===== src/rtl/regfile_mp.sv =====
`default_nettype none
// ============================================================================
// Module      : regfile_mp
// Description : Multi-read-port register file, hardwired-zero entry 0, async
//               reads, optional write bypass, debug port, bulk-clear engine.
// Revision    : 1.0 - initial release
// ============================================================================
module regfile_mp #(
    parameter int DATA_W = 32,
    parameter int ADDR_W = 5,
    parameter int NREAD  = 2,
    parameter int BYPASS = 1
) (
    input  logic                     clk,
    input  logic                     clr,
    input  logic                     we,
    input  logic [ADDR_W-1:0]        wn,
    input  logic [DATA_W-1:0]        d,
    input  logic [NREAD*ADDR_W-1:0]  rn,
    output logic [NREAD*DATA_W-1:0]  q,
    input  logic [ADDR_W-1:0]        reg_addr,
    output logic [DATA_W-1:0]        reg_out,
    input  logic                     init_req,
    output logic                     busy,
    output logic                     init_done
);

    localparam int DEPTH = 1 << ADDR_W;

    typedef enum logic [1:0] {
        ST_IDLE  = 2'd0,
        ST_CLEAR = 2'd1,
        ST_DONE  = 2'd2
    } state_t;

    state_t            r_state, w_state_nxt;
    logic [ADDR_W-1:0] r_ptr, w_ptr_nxt;
    logic              w_wr_en;
    logic              w_clearing;
    logic [DATA_W-1:0] w_rd [DEPTH];

    assign w_clearing = (r_state == ST_CLEAR);
    // External writes are locked out only while the clear sweep owns the array.
    assign w_wr_en    = we && !w_clearing && (wn != '0);

    always_ff @(posedge clk or posedge clr) begin
        if (clr) begin
            r_state <= ST_IDLE;
            r_ptr   <= '0;
        end else begin
            r_state <= w_state_nxt;
            r_ptr   <= w_ptr_nxt;
        end
    end

    always_comb begin
        w_state_nxt = r_state;
        w_ptr_nxt   = r_ptr;
        case (r_state)
            ST_IDLE: begin
                if (init_req) begin
                    w_state_nxt = ST_CLEAR;
                    w_ptr_nxt   = '0;
                end
            end
            ST_CLEAR: begin
                w_ptr_nxt = r_ptr + ADDR_W'(1);
                if (&r_ptr) begin
                    w_state_nxt = ST_DONE;
                end
            end
            ST_DONE: begin
                w_state_nxt = ST_IDLE;
            end
            default: begin
                w_state_nxt = ST_IDLE;
                w_ptr_nxt   = '0;
            end
        endcase
    end

    // Both status outputs decode the state register directly, so neither
    // has a combinational path from any input.
    assign busy      = (r_state == ST_CLEAR);
    assign init_done = (r_state == ST_DONE);

    for (genvar i = 0; i < DEPTH; i++) begin : g_entry
        if (i == 0) begin : g_zero
            assign w_rd[i] = '0;
        end else begin : g_reg
            logic [DATA_W-1:0] r_val;
            always_ff @(posedge clk or posedge clr) begin
                if (clr) begin
                    r_val <= '0;
                end else if (w_clearing && (r_ptr == ADDR_W'(i))) begin
                    r_val <= '0;
                end else if (w_wr_en && (wn == ADDR_W'(i))) begin
                    r_val <= d;
                end
            end
            assign w_rd[i] = r_val;
        end
    end

    for (genvar k = 0; k < NREAD; k++) begin : g_read
        logic [ADDR_W-1:0] w_ra;
        assign w_ra = rn[k*ADDR_W +: ADDR_W];
        if (BYPASS != 0) begin : g_byp
            assign q[k*DATA_W +: DATA_W] = (w_wr_en && (w_ra == wn)) ? d : w_rd[w_ra];
        end else begin : g_nobyp
            assign q[k*DATA_W +: DATA_W] = w_rd[w_ra];
        end
    end

    assign reg_out = w_rd[reg_addr];

endmodule
`default_nettype wire

===== config.mk =====
export PLATFORM = sky130hd
export DESIGN_NAME = regfile_mp
export DESIGN_NICKNAME = d
export VERILOG_FILES = /design/src/rtl/regfile_mp.sv
export SDC_FILE = /design/constraint.sdc
export NUM_CORES = 2
export LEC_CHECK = 0
export BUFFER_PORTS_ARGS = -buffer_cell sky130_fd_sc_hd__buf_2
export CELL_PAD_IN_SITES_DETAIL_PLACEMENT = 1
export CELL_PAD_IN_SITES_GLOBAL_PLACEMENT = 2
export CORE_ASPECT_RATIO = 1.25
export CORE_MARGIN = 4
export CORE_UTILIZATION = 45
export CTS_CLUSTER_DIAMETER = 120
export DETAILED_ROUTE_END_ITERATION = 7
export PLACE_DENSITY = 0.84
export SYNTH_ARGS = -nofsm -noshare
export SYNTH_HDL_FRONTEND = slang
export SYNTH_SLANG_ARGS = --single-unit
export TNS_END_PERCENT = 30

===== constraint.sdc =====
create_clock -name clk -period 86.9 [get_ports clk]
set_input_delay 17.38 -clock clk [delete_from_list [all_inputs] [get_ports clk]]
set_output_delay 17.38 -clock clk [all_outputs]
set_load 0.02 [all_outputs]

-- Word-level counts from Yosys, hierarchy flattened
Cells that the tools add are included.
- add/sub/neg operators: 1
- order comparisons: 3
- eq/ne operators: 68
- muxes and demuxes: 78
- bitwise logic cells: 4
- reduce and logical (&&, ||, !) cells: 103
- operator list (kind ; count):
    $mux W32 ; 70
    $bmux W32 S5 ; 3
    $eq A5 B5 Y1 const B ; 32
    $eq A5 B4 Y1 const B ; 16
    $logic_and A1 B1 Y1 ; 66
    $reduce_bool A2 Y1 ; 31
    $eq A5 B3 Y1 const B ; 8
    $eq A5 B2 Y1 const B ; 4
    $ge A6 B6 Y1 const B ; 3
    $not A5 Y6 ; 3
    $pmux W5 S3 ; 1
    $eq A5 B1 Y1 const B ; 2
    $eq A5 B5 Y1 ; 2
    $add A5 B1 Y5 const B ; 1
    $mux W5 ; 1
    $reduce_and A5 Y1 ; 1
    $reduce_bool A5 Y1 ; 1
    $mux W2 ; 2
    $pmux W2 S2 ; 1
    $reduce_and A2 Y1 ; 2
    $eq A2 B1 Y1 const B ; 1
    $eq A2 B2 Y1 const B ; 1
    $logic_not A2 Y1 ; 1
    $ne A2 B1 Y1 const B ; 1
    3 further kinds ; 3
- register bits after elaboration: 999
- bits of input ports: 56
- word-level logic and storage cells: 290

-- Depth between registers and ports, before layout
- depth in word-level cells: 7
- depth in mapped cells: 9
- gate-level depth less buffers: 6

-- Worst setup path before layout
OpenSTA, ideal clock, no wires.
- path type: in2out
- start point: in wn[1]
- end point: out q[63]
- arrival time: 19419 ps
- required time: 69520 ps
- setup slack: 50101 ps
- stages: 6
- path buffers: 2
- cell sequence: buf_2 > or4_1 > o211ai_2 > nor4_4 > buf_2 > o41ai_1
- longest elaborated chain between the ends: 4
- elaborated cells on any way between the ends: 5
- those cells by class: eq/ne: 1; mux: 1; reduce/logical: 3
- ends and longest elaborated chain (element ; line ; RTL):
    start: declaration ; 17 ; input logic [ADDR_W-1:0] wn,
    $reduce_bool A5 Y1 ; 44 ; assign w_wr_en = we && !w_clearing && (wn != '0);
    $logic_and A1 B1 Y1 ; 44 ;
    $logic_and A1 B1 Y1 (*) ; 109 ; assign q[k*DATA_W +: DATA_W] = (w_wr_en && (w_ra == wn)) ? d : w_rd[w_ra];
    $mux W32 (*) ; 109 ;
    end: declaration ; 20 ; output logic [NREAD*DATA_W-1:0] q,
Every way passes the cells marked *; elsewhere a longest branch is shown, timed or not.

-- Worst setup path after layout
- start point: in rn[2]
- end point: out q[19]
- longest elaborated chain between the ends: 5
- elaborated cells on any way between the ends: 7
- those cells by class: eq/ne: 1; mux: 4; bitwise: 1; reduce/logical: 1
- ends and longest elaborated chain (element ; line ; RTL):
    start: declaration ; 19 ; input logic [NREAD*ADDR_W-1:0] rn,
    $not A5 Y6 (not written as such) ; 109 ;
    $bmux W32 S5 ; 109 ;
    $mux W32 (not written as such) (2 in a row) ; 109 ;
    $mux W32 (*) ; 109 ;
Every way passes the cells marked *; elsewhere a longest branch is shown, timed or not. The select of a mux whose other input is x is not followed.

==> results.tsv <==
metric	value	unit
outcome	complete, but fails checks	
violated checks	capacitance limit	
clock buffer depth	3	
worst-path maximum fanout	74	
HP Start	r_state[1]	
CTS tree	yes	
Vias	59880	
cell-internal power	985.0	uW
Slew headroom	1.478	%
stages on the worst setup path	9	
H-tree levels	3	
Finished Layout Cells	8191	
CTS Hold Buffers Added	0	
Clock transition at path regs	60	ps
post-synth design cell area	64830	um2
Comb power frac	25.1	%
switch share	34.34	%
number of I/O pins	154	
Clock power frac	34.9	%
CP Class	in -> out	
FF-to-FF Start	r_state[1]	
final antenna-violating net count	0	
Resize count post-CTS	0	
final period utilization	45.40	%
first-pass GRT wire length	449200	um
Fin Setup TNS	0	ps
worst min path class	reg -> reg	
Synth area leader	dfrtp_1	
Setup Buffers After CTS	0	
total track usage	41.55	%
Post-Route WL	315500	um
WP data arrival	22070	ps
CTS root buffer	clkbuf_16	
Post-synth EDFFs	0	
final instance area	70660	um2
Max Slew Vio Count	0	
Die Footprint	150200	um2
first-pass detailed-route iteration total	6	
layout overhead on the synthesized area	8.996	%
Slew @ Worst Pin	1469	ps
Synth area leaders	dfrtp_1 (39%), mux4_2 (25%), nand2_1 (12%)	
Yosys reg bits	999	
CP Launch Type	input pin	
f_max	25.35	MHz
VDD IR-drop max	0.01634	mV
share of flip-flops with an asynchronous set or reset	100.0	%
Worst Skew	26.06	ps
antenna violations before repair	21	
CORE AREA	142900	um2
Max Cap Viol	1	
placed cell areas	66730	um2
remaining routing DRC violations	0	
vias in the first global route	61520	
Initial Util	45.36	%
power per standard cell area	21.23	nW/um2
FP Rows	155	
Final min period	39450	ps
nets	6267	
ys flop type	dfrtp_1	
Inst Count DP	7976	
GPL Wtd Cong	0.9123	
Avg Cell Area, Syn	9.963	um2
unrepaired setup endpoints after global routing	no	
Min-Delay Path Depth	1	
Routed WL per cell	38.52	um
Critical-path top delay cell	buf_4	
final setup vio count	0	
post-synth net total	6569	
synth cell count leaders	nand2_1 (2035), dfrtp_1 (999), a21oi_1 (995)	
distinct cell type count of the synthesized netlist	47	
Gate Count Post-Synth	6507	
total power	1500	uW
Crit. End Element	output port	
Vias/cell	7.311	
most common cell in the netlist	nand2_1	
P_sw	515.0	uW
sequential share of power	39.9	%
worst r2r path cells	6	
Die Ht	432.4	um
PortBufs	153	
slowest stage delay, CP	870	ps
register area share after synthesis	38.56	%
pin count of the biggest net entering global routing	150	
Synthesis Warnings	0	
Crit. Startpoint	rn[2]	
Final Hold Vio Count	0	
DR iter-0 viols	7880	
layout cell share with drive strength beyond 1	24.63	%
Crit path max-delay family	buffers and inverters	
Die X	347.5	um
placed wire-length estimate	180700	um
Num CTS Buffers	111	
WP buf/inv	4	
clk sink count	999	
Skew-Pair Late Insertion Delay	750	ps
grt total ovfl	0	
share of Yosys cell area claimed by the top area cell type	38.56	%
WHS	465.1	ps
P_leak	0.02826	uW
worst-path cell chain	clkbuf_8 > buf_4 > buf_4 > mux2_2 > o221ai_1 > o221ai_1 > o21ai_0 > o21ai_0 > buf_2	
CP required	69520	ps
-- worst paths after layout --
path | endpoint | slack [ps]
max | q[19] | 47450
max reg2reg | g_entry[3].g_reg.r_val[3] | 82740
min in group asynchronous | g_entry[23].g_reg.r_val[5] | 16750
max in group asynchronous | g_entry[12].g_reg.r_val[13] | 66070
min | r_state[0] | 470
min reg2reg | r_state[0] | 470
-- final cells by class --
type	instances	area (um2)
inverter	8	37.54
fill	15470	72270
multi-input combinational	4770	37230
clock inverter	54	782.0
clock buffer	147	3105
sequential	999	25000
antenna	14	35.03
tap	1884	2357
timing repair buffer	315	2111
-- placed cells by master, fill, tap and decap left out, types with 14 or more instances in the layout --
cell type	netlist	final
nand2_1	2035	2024
dfrtp_1	999	999
a21oi_1	995	995
mux4_2	728	728
mux2_2	206	206
buf_4	36	162
buf_2	139	141
nor2_1	186	130
nor3_1	130	130
clkbuf_16	0	113
mux2i_1	97	97
a221oi_1	62	62
nor2_4	3	58
a211oi_1	45	44
o21ai_0	36	36
a22oi_1	36	36
a22o_1	32	32
o221ai_1	32	32
clkinv_2	0	24
nor3b_1	22	22
or2_2	20	20
clkbuf_1	488	19
bufinv_16	0	19
clkbuf_8	0	17
and3_1	15	15
diode_2	0	14
-- cell families after synthesis --
| kind of cell | after synthesis | synth area share [%] |
|---|---|---|
| buffers and inverters | 738 | 4.856 |
| muxes | 1031 | 30.37 |
| and+or+nand+nor | 2468 | 15.14 |
| adders and majority gates | 6 | 0.1158 |
| AOI/OAI and AO/OA | 1253 | 10.80 |
| DFF | 999 | 38.56 |
| xor gates and xnor gates | 12 | 0.1621 |
-- registers in the layout, summed over array words and instances (netlist names) --
name                 flops
g_entry.g_reg.r_val    992
r_ptr                    5
r_state                  2
-- through the flow --
| step | util (%) | setup slack (ps) |
|---|---|---|
| 4_1_cts | 49.41 | 47580 |
| 3_3_place_gp | 46.69 | 47650 |
| 3_5_place_dp | 46.69 | 47570 |
| 6_report | 49.44 | 47450 |
| 5_1_grt | 49.42 | 47310 |
| 2_1_floorplan | - | 41410 |
-- power by group through the flow --
stage	clock, uW	combinational, uW	sequential, uW
after floorplan	0	244	579
after global placement	0	353	598
after detailed placement	0	364	604
after CTS	525	365	596
after global routing	543	392	607
final	524	377	599
-- per-layer routing --
layer,global-route usage [%],vias up,share of wire (%)
met3,15.60,1497,14
met5,0,-,0.045
met2,59.95,4860,42
met4,29.40,20,8.6
li1,-,22710,-
met1,51.45,30800,35
No activity file was read; power rests on OpenSTA's default activity.
